**src/rtl/rv_pkg.sv**
```systemverilog
// Shared RV32I encoding constants: instruction format codes, base opcodes,
// the canonical NOP word and the encoder FSM state type.
package rv_pkg;

  localparam logic [2:0] FMT_R = 3'd0;
  localparam logic [2:0] FMT_I = 3'd1;
  localparam logic [2:0] FMT_S = 3'd2;
  localparam logic [2:0] FMT_B = 3'd3;
  localparam logic [2:0] FMT_U = 3'd4;
  localparam logic [2:0] FMT_J = 3'd5;

  localparam logic [6:0] OP_REG    = 7'h33;
  localparam logic [6:0] OP_IMM    = 7'h13;
  localparam logic [6:0] OP_STORE  = 7'h23;
  localparam logic [6:0] OP_BRANCH = 7'h63;
  localparam logic [6:0] OP_LUI    = 7'h37;
  localparam logic [6:0] OP_JAL    = 7'h6F;

  // addi x0, x0, 0
  localparam logic [31:0] NOP_INST = 32'h0000_0013;

  typedef enum logic [1:0] {
    ST_IDLE = 2'd0,
    ST_RUN  = 2'd1,
    ST_FULL = 2'd2
  } enc_state_e;

endpackage

```
**src/rtl/inst_pack.sv**
```systemverilog
// Combinational RV32I field packer: decoded fields in, 32-bit machine word out,
// with flags for an illegal format and a misaligned branch/jump offset.
module inst_pack
  import rv_pkg::*;
(
  input  logic [2:0]  fmt,
  input  logic [6:0]  opcode,
  input  logic [4:0]  rd,
  input  logic [4:0]  rs1,
  input  logic [4:0]  rs2,
  input  logic [2:0]  funct3,
  input  logic [6:0]  funct7,
  input  logic [31:0] imm,
  output logic [31:0] inst,
  output logic        err_fmt,
  output logic        err_align
);

  // B/J offsets are halfword multiples; imm[0] is never encoded.
  always_comb begin
    inst      = NOP_INST;
    err_fmt   = 1'b0;
    err_align = 1'b0;
    case (fmt)
      FMT_R: inst = {funct7, rs2, rs1, funct3, rd, opcode};
      FMT_I: inst = {imm[11:0], rs1, funct3, rd, opcode};
      FMT_S: inst = {imm[11:5], rs2, rs1, funct3, imm[4:0], opcode};
      FMT_B: begin
        inst      = {imm[12], imm[10:5], rs2, rs1, funct3, imm[4:1], imm[11], opcode};
        err_align = imm[0];
      end
      FMT_U: inst = {imm[31:12], rd, opcode};
      FMT_J: begin
        inst      = {imm[20], imm[10:1], imm[11], imm[19:12], rd, opcode};
        err_align = imm[0];
      end
      default: err_fmt = 1'b1;
    endcase
  end

endmodule

```
**src/rtl/inst_encode.sv**
```systemverilog
// Streaming RV32I encoder: packs field bundles into machine words and emits
// them with sequential word addresses through a single output register.
module inst_encode
  import rv_pkg::*;
#(
  parameter int ADDR_WIDTH = 8,
  parameter int BASE_ADDR  = 0
) (
  input  logic                  clk,
  input  logic                  rst_n,
  input  logic                  start,
  input  logic                  in_valid,
  output logic                  in_ready,
  input  logic [2:0]            fmt,
  input  logic [6:0]            opcode,
  input  logic [4:0]            rd,
  input  logic [4:0]            rs1,
  input  logic [4:0]            rs2,
  input  logic [2:0]            funct3,
  input  logic [6:0]            funct7,
  input  logic [31:0]           imm,
  output logic                  out_valid,
  input  logic                  out_ready,
  output logic [31:0]           inst,
  output logic [ADDR_WIDTH-1:0] addr,
  output logic [ADDR_WIDTH:0]   count,
  output logic                  err_fmt,
  output logic                  err_align,
  output logic                  done,
  output logic [1:0]            dbg_state
);

  localparam logic [ADDR_WIDTH-1:0] BASE     = ADDR_WIDTH'(BASE_ADDR);
  localparam logic [ADDR_WIDTH:0]   CAPACITY = (ADDR_WIDTH + 1)'(1) << ADDR_WIDTH;

  // Handshake: a side transfers on a rising edge where its valid and ready are
  // both high; valid never drops and the payload never changes until transfer.

  enc_state_e state, state_nxt;

  logic [31:0]         pk_inst;
  logic                pk_err_fmt;
  logic                pk_err_align;
  logic                accept;
  logic                xfer;
  logic [ADDR_WIDTH:0] count_inc;

  inst_pack u_pack (
    .fmt       (fmt),
    .opcode    (opcode),
    .rd        (rd),
    .rs1       (rs1),
    .rs2       (rs2),
    .funct3    (funct3),
    .funct7    (funct7),
    .imm       (imm),
    .inst      (pk_inst),
    .err_fmt   (pk_err_fmt),
    .err_align (pk_err_align)
  );

  assign in_ready  = (state == ST_RUN) && (!out_valid || out_ready);
  assign accept    = in_valid && in_ready;
  assign xfer      = out_valid && out_ready;
  assign count_inc = count + (ADDR_WIDTH + 1)'(1);
  assign done      = (state == ST_FULL);
  assign dbg_state = state;

  always_ff @(posedge clk or negedge rst_n) begin
    if (!rst_n) state <= ST_IDLE;
    else        state <= state_nxt;
  end

  always_comb begin
    state_nxt = state;
    if (start) begin
      state_nxt = ST_RUN;
    end else begin
      case (state)
        ST_RUN:  if (xfer && count_inc == CAPACITY) state_nxt = ST_FULL;
        default: state_nxt = state;
      endcase
    end
  end

  // start outranks any same-cycle transfer; the held word is simply dropped.
  always_ff @(posedge clk or negedge rst_n) begin
    if (!rst_n) begin
      out_valid <= 1'b0;
      inst      <= '0;
      addr      <= BASE;
      count     <= '0;
      err_fmt   <= 1'b0;
      err_align <= 1'b0;
    end else if (start) begin
      out_valid <= 1'b0;
      addr      <= BASE;
      count     <= '0;
      err_fmt   <= 1'b0;
      err_align <= 1'b0;
    end else begin
      if (xfer) begin
        addr  <= addr + ADDR_WIDTH'(1);
        count <= count_inc;
      end
      if (accept) begin
        inst      <= pk_inst;
        out_valid <= 1'b1;
        err_fmt   <= err_fmt | pk_err_fmt;
        err_align <= err_align | pk_err_align;
      end else if (xfer) begin
        out_valid <= 1'b0;
      end
    end
  end

endmodule
```
**config.mk**
```make
export PLATFORM = sky130hd
export DESIGN_NAME = inst_encode
export DESIGN_NICKNAME = d
export VERILOG_FILES = /design/src/rtl/rv_pkg.sv /design/src/rtl/inst_pack.sv /design/src/rtl/inst_encode.sv
export SDC_FILE = /design/constraint.sdc
export NUM_CORES = 1
export LEC_CHECK = 0
export BUFFER_PORTS_ARGS = -buffer_cell sky130_fd_sc_hd__buf_2
export CORE_MARGIN = 3
export CORE_UTILIZATION = 30
export CTS_BUF_LIST = sky130_fd_sc_hd__clkbuf_8
export CTS_CLUSTER_DIAMETER = 80
export DETAILED_ROUTE_END_ITERATION = 7
export PLACE_DENSITY = 0.57
export SLEW_MARGIN = 10
export SYNTH_ARGS = -nofsm -noshare
export SYNTH_HDL_FRONTEND = slang
export SYNTH_SLANG_ARGS = --single-unit
```
**constraint.sdc**
```tcl
create_clock -name clk -period 2.8 [get_ports clk]
set_input_delay 0 -clock clk [delete_from_list [all_inputs] [get_ports clk]]
set_output_delay 0 -clock clk [all_outputs]
set_load 0.02 [all_outputs]
```
==> results of run 1 <==
[final timing paths]
path / slack [ns] / end / start
setup / recovery: 0.1 / inst[13] / out_valid
hold / removal: 0.008 / inst[10] / imm[3]
setup reg to reg: 0.1 / inst[13] / out_valid
hold reg to reg: 0.49 / err_fmt / err_fmt
max in group asynchronous: 1.61 / inst[6] / rst_n
min in group asynchronous: 0.44 / inst[25] / rst_n
[cells by family after synthesis]
logic type | after synthesis | share of synthesized area [%]
and+or+nand+nor | 112 | 17.7
AOI/OAI and AO/OA | 72 | 21.9
DFF | 54 | 46.6
buffers and inverters | 22 | 3.89
xor gates and xnor gates | 18 | 5.44
muxes | 10 | 3.54
adders and majority gates | 2 | 0.863
[layer usage]
metal	up-vias	global-route usage [%]	part of all wire, %
li1	1355	-	-
met1	1331	22.8	46
met2	103	28.2	47
met3	2	4.72	6.9
met4	0	1.42	0.19
met5	-	0	0
[flip-flops by register name (all words and copies together) (netlist names)]
signal and count:
addr 8, count 9, dbg_state 2, err_align 1, err_fmt 1, inst 32, out_valid 1
[power by group]
| group | internal (mW) | switching, mW | total, mW |
|---|---|---|---|
| clock | 0.169 | 0.246 | 0.415 |
| combinational | 0.221 | 0.315 | 0.536 |
| sequential | 0.863 | 0.0494 | 0.913 |
| total | 1.25 | 0.610 | 1.86 |
[final cells by class]
cell class              instances  area share, %
multi-input cells             214           35.1
flip-flops and latches         54           32.8
repair buffers                172           26.0
well taps                     129           3.92
clock buffers                   5           1.67
inverters                       3          0.274
clock inverters                 2          0.243
[critical path: cells and delay by family, from the launching register on]
kind / cells / cell delay, ns
DFF: 1 / 0.43
buffers and inverters: 1 / 0.60
and+or+nand+nor: 3 / 1.26
AOI/OAI and AO/OA: 1 / 0.30
[stage by stage]
stage	area [um^2]	total power, mW	TNS, ns	utilization [%]	worst slack, ns
after detailed placement	3650	1.43	0	39.2	0.471
after floorplan	2900	1.21	0	-	1.01
after CTS	4100	1.90	0	44.0	0.111
final	4110	1.86	0	44.1	0.0994
after global routing	4110	1.98	-0.0153	44.1	-0.0153
after global placement	3650	1.42	0	39.2	0.534
[layout by cell type, fill, tap and decap left out, types with 5 or more instances in the layout]
master | Yosys | final
nor2_1 | 55 | 55
xnor2_1 | 7 | 7
nand4_1 | 8 | 8
buf_2 | 3 | 127
a22o_1 | 9 | 9
buf_4 | 1 | 7
nand2_1 | 23 | 23
xor2_1 | 11 | 11
a22oi_1 | 5 | 5
o21ai_0 | 17 | 17
dlygate4sd3_1 | 0 | 38
a21oi_1 | 10 | 10
mux2i_1 | 8 | 8
clkbuf_8 | 0 | 5
nor2b_1 | 9 | 9
dfrtp_1 | 54 | 54
a221oi_2 | 17 | 17
==> flow_summary.yaml, run 1 <==
timing:
  slew_viol_final: 0
  relSlewSlack_pct: 29.6
  finalCritPeriodShare_pct: 96.5
  setup_viol: 0
  tightest_slew_ns: 1.06
  whs_ns: 0.00828
  fin_crit_ns: 2.70
  hold_viol: 0
  skew_ns: 0.00934
  max_freq_ghz: 0.370
synthesis:
  synth_edf_count: 0
  yosys_most_used_dff: "dfrtp_1"
  yosysMostFrequentCell: "nor2_1"
  synth_fp_nets: 364
  synth_cell_type_count: 41
  synth_top_area_share_pct: 46.6
  async_flop_share_pct: 100
  ys_seq_elements: 54
  syn_area_um2: 2900
  yosysTopAreaCell: "dfrtp_1"
  synthesis.instances: 290
  yosys-top-cells-area: "dfrtp_1, a221oi_2, nor2_1"
  avgSynthCellArea_um2: 9.99
  ys_seq_area_share_pct: 46.6
  yosys-top-cells-count: "nor2_1, dfrtp_1, nand2_1"
  yosysWarnings: 0
clock_tree:
  clock_latency_ns: 0.30
  cts_sinks: 54
  cts_made_buffers: 5
  post_cts_buffers: 0
  cts_htree_levels: 2
  cts_tree: "yes"
  cts_buffer_depth: 2
  hold_buffers: 37
  cts-root-buf: "clkbuf_8"
  clkTransAtPathRegs_ns: 0.10
  ctsResizeCount: 0
setup_path:
  crit_path_max_fanout: 27
  worstPathArrival_ns: 2.90
  reg2regPathDepth: 5
  crit_path_start_kind: "flop"
  slowest_stage: "or4b_2"
  crit_chain: "nor2b_1 -> or4b_2 -> a221oi_2 -> dlygate4sd3_1 -> nor2_1"
  critPathKind: "reg2reg"
  endpoint_kind: "flop"
  max_stage_delay_ns: 1.02
  cp.required_ns: 3.00
global_route:
  gr-total-overflow: 0
  antenna_found_initial: 0
  track_usage_pct: 16.9
  grt_pass1_vias: 2827
  grt_max_degree: 45
  grt_first_pass_wirelength_mm: 15.3
pwr:
  vdd_drop_max_mv: 0.216
  powerDensity_nw_per_um2: 453
  p_leak_nw: 1.98
routing:
  wl_per_cell_um: 16.2
  dr.pass1.iters: 4
  drt-initial-drc-count: 148
  ant_nets: 0
  vias: 2791
  drc_errors: 0
  vias_per_cell: 4.82
  routed_wl_mm: 9.40
layout:
  final_nets: 524
  area_growth_syn_to_layout_pct: 42.0
  diodes: 0
  drive_gt1_share_pct: 36.2
  final_cell_count_no_fill: 579
  ff_latch_area_um2: 1350
  multi_input_area_um2: 1440
  fill_cells: 936
floorplan:
  start_util_pct: 31.1
  num_rows: 35
  pin_count: 128
  die_x_um: 104
  dieArea_um2: 10900
  coreArea_um2: 9330
  chipHeight_um: 104
placed_design:
  io_buffers: 127
  gp_congestion: 0.811
  detailed_place_hpwl_mm: 6.72
  placed_cells: 534
hold_path:
  hp-class: "in2reg"
  min_path_cells: 3
flow_run:
  maxCapViolCount: 0
run_status:
  status: "completed"
Note: power is estimated with default switching activity, not from simulation.
==> run 2: changes to the inputs <==
- BUFFER_PORTS_ARGS: -buffer_cell sky130_fd_sc_hd__buf_2 -> -buffer_cell sky130_fd_sc_hd__clkbuf_2
- GPL_TIMING_DRIVEN: default -> 0
==> run 2 against run 1 <==
Clock power increased by 4%. Largest cell class unchanged. Final cell count increased by 1.9%. Clock skew increased by 0.0078 ns. Highest routed layer unchanged. Via count increased by 2.9%.
==> flow_summary.yaml, run 2 (synthesis gave the netlist of run 1 again) <==
run_status:
  status: "completed"
layout:
  final_cell_count_no_fill: 590
  final_nets: 535
  postLayoutCellArea_um2: 4150
  reg_top3: "inst (32), count (9), addr (8)"
  area_growth_syn_to_layout_pct: 43.3
  multi_input_area_um2: 1430
  diodes: 0
  ff_latch_area_um2: 1350
  largest_reg_flops: 32
  mostFrequentLayoutCells: "clkbuf_2, nor2_1, dfrtp_1"
  final_common_cell: "clkbuf_2"
  regMostFlops: "inst"
  fill_cells: 939
  fin_util_pct: 44.5
  drive_gt1_share_pct: 34.7
pwr:
  vdd_drop_max_mv: 0.218
  total_power_mw: 1.89
  powerDensity_nw_per_um2: 455
  p_leak_nw: 2.00
clock_tree:
  cts_tree: "yes"
  cts-root-buf: "clkbuf_8"
  clkTransAtPathRegs_ns: 0.10
  cts_buffer_depth: 2
  cts_made_buffers: 5
  cts_htree_levels: 2
  cts_sinks: 54
  clock_latency_ns: 0.31
  post_cts_buffers: 0
floorplan:
  die_x_um: 104
  coreArea_um2: 9330
  num_rows: 35
  chipHeight_um: 104
  pin_count: 128
  start_util_pct: 31.1
  dieArea_um2: 10900
timing:
  rsz0062_at_grt: "false"
  whs_ns: 0.0144
  timing.setup.tns_ns: 0
  setup_slack_ns: 0.409
  slew_viol_final: 0
  skew_ns: 0.0171
  hold_viol: 0
  finalCritPeriodShare_pct: 85.4
  setup_viol: 0
  tightest_slew_ns: 0.795
  fin_crit_ns: 2.39
  relSlewSlack_pct: 47.0
  max_freq_ghz: 0.418
flow_run:
  maxCapViolCount: 0
setup_path:
  r2r-start: "out_valid"
  crit_path_max_fanout: 10
  critPathLaunch: "out_valid"
  reg2regPathDepth: 7
  crit_path_start_kind: "flop"
  worstPathArrival_ns: 2.59
  reg2reg_setup_slack_ns: 0.41
  cp.required_ns: 3.00
  endpoint_kind: "flop"
  reg2reg_to: "inst[9]"
  critPathKind: "reg2reg"
hold_path:
  hp-class: "in2reg"
  hold_end: "err_align"
  min_path_cells: 3
  hp-start: "imm[0]"
placed_design:
  io_buffers: 126
  gp_congestion: 0.831
  place_area_um2: 3690
  placed_cells: 545
  preCtsSetupSlack_ns: 0.771
  detailed_place_hpwl_mm: 7.02
routing:
  vias: 2873
  dr.pass1.iters: 4
  vias_per_cell: 4.87
  drc_errors: 0
  wl_per_cell_um: 16.4
  routed_wl_mm: 9.68
  ant_nets: 0
  drt-initial-drc-count: 109
global_route:
  antenna_found_initial: 0
  track_usage_pct: 17.9
  use_met3_pct: 4.10
  gr-total-overflow: 0
  grtUsageMet1_pct: 23.2
  grt.met2_usage_pct: 30.8
  grt_first_pass_wirelength_mm: 15.9
  grt_pass1_vias: 2986
  grt_busiest_layer: "met2"
  grt_max_degree: 55
-- run 2: area by class of cell --
cell class                 count  area share, %
buffer                        19           2.44
clock buffer                   5           1.66
clock inverter                 2          0.271
inverter                       3          0.271
multi-input combinational    214           34.5
sequential                    54           32.5
tap                          129           3.89
timing repair buffer         164           24.4
-- run 2: power breakdown --
group          switching, mW  internal, mW  total [mW]
sequential            0.0490         0.863       0.912
clock                  0.261         0.169       0.430
combinational          0.323         0.222       0.545
-- run 2: what timing repair did --
| item | CTS | global route |
|---|---|---|
| gates resized for setup | 0 | 0 |
| hold buffers | 38 | 0 |
| endpoints found under the hold margin | 81 | 0 |
-- run 2: layer usage --
| layer | part of all wire, % | wire length (um) | up-vias |
|---|---|---|---|
| met5 | 0 | 0 | - |
| met4 | 0.83 | 80 | 0 |
| met3 | 6.2 | 603 | 6 |
| met2 | 48 | 4660 | 112 |
| met1 | 45 | 4340 | 1371 |
| li1 | - | - | 1384 |
-- run 2: how the worst max path moves through the flow --
stage | endpoint | slack [ns] | depth (start not counted)
floorplan | inst[2] | 1.01 | 5
CTS | inst[9] | 0.40 | 7
global placement | inst[15] | 0.78 | 5
finish | inst[9] | 0.41 | 7
global route | inst[13] | 0.26 | 7
detailed placement | inst[13] | 0.77 | 5
-- run 2: critical path, cell delays in order (launching register included) --
cell	delay, ns
dfrtp_1	0.45
nor2b_1	0.19
or4b_1	0.50
buf_4	0.19
buf_6	0.16
a221oi_2	0.18
dlygate4sd3_1	0.59
nor2_1	0.04
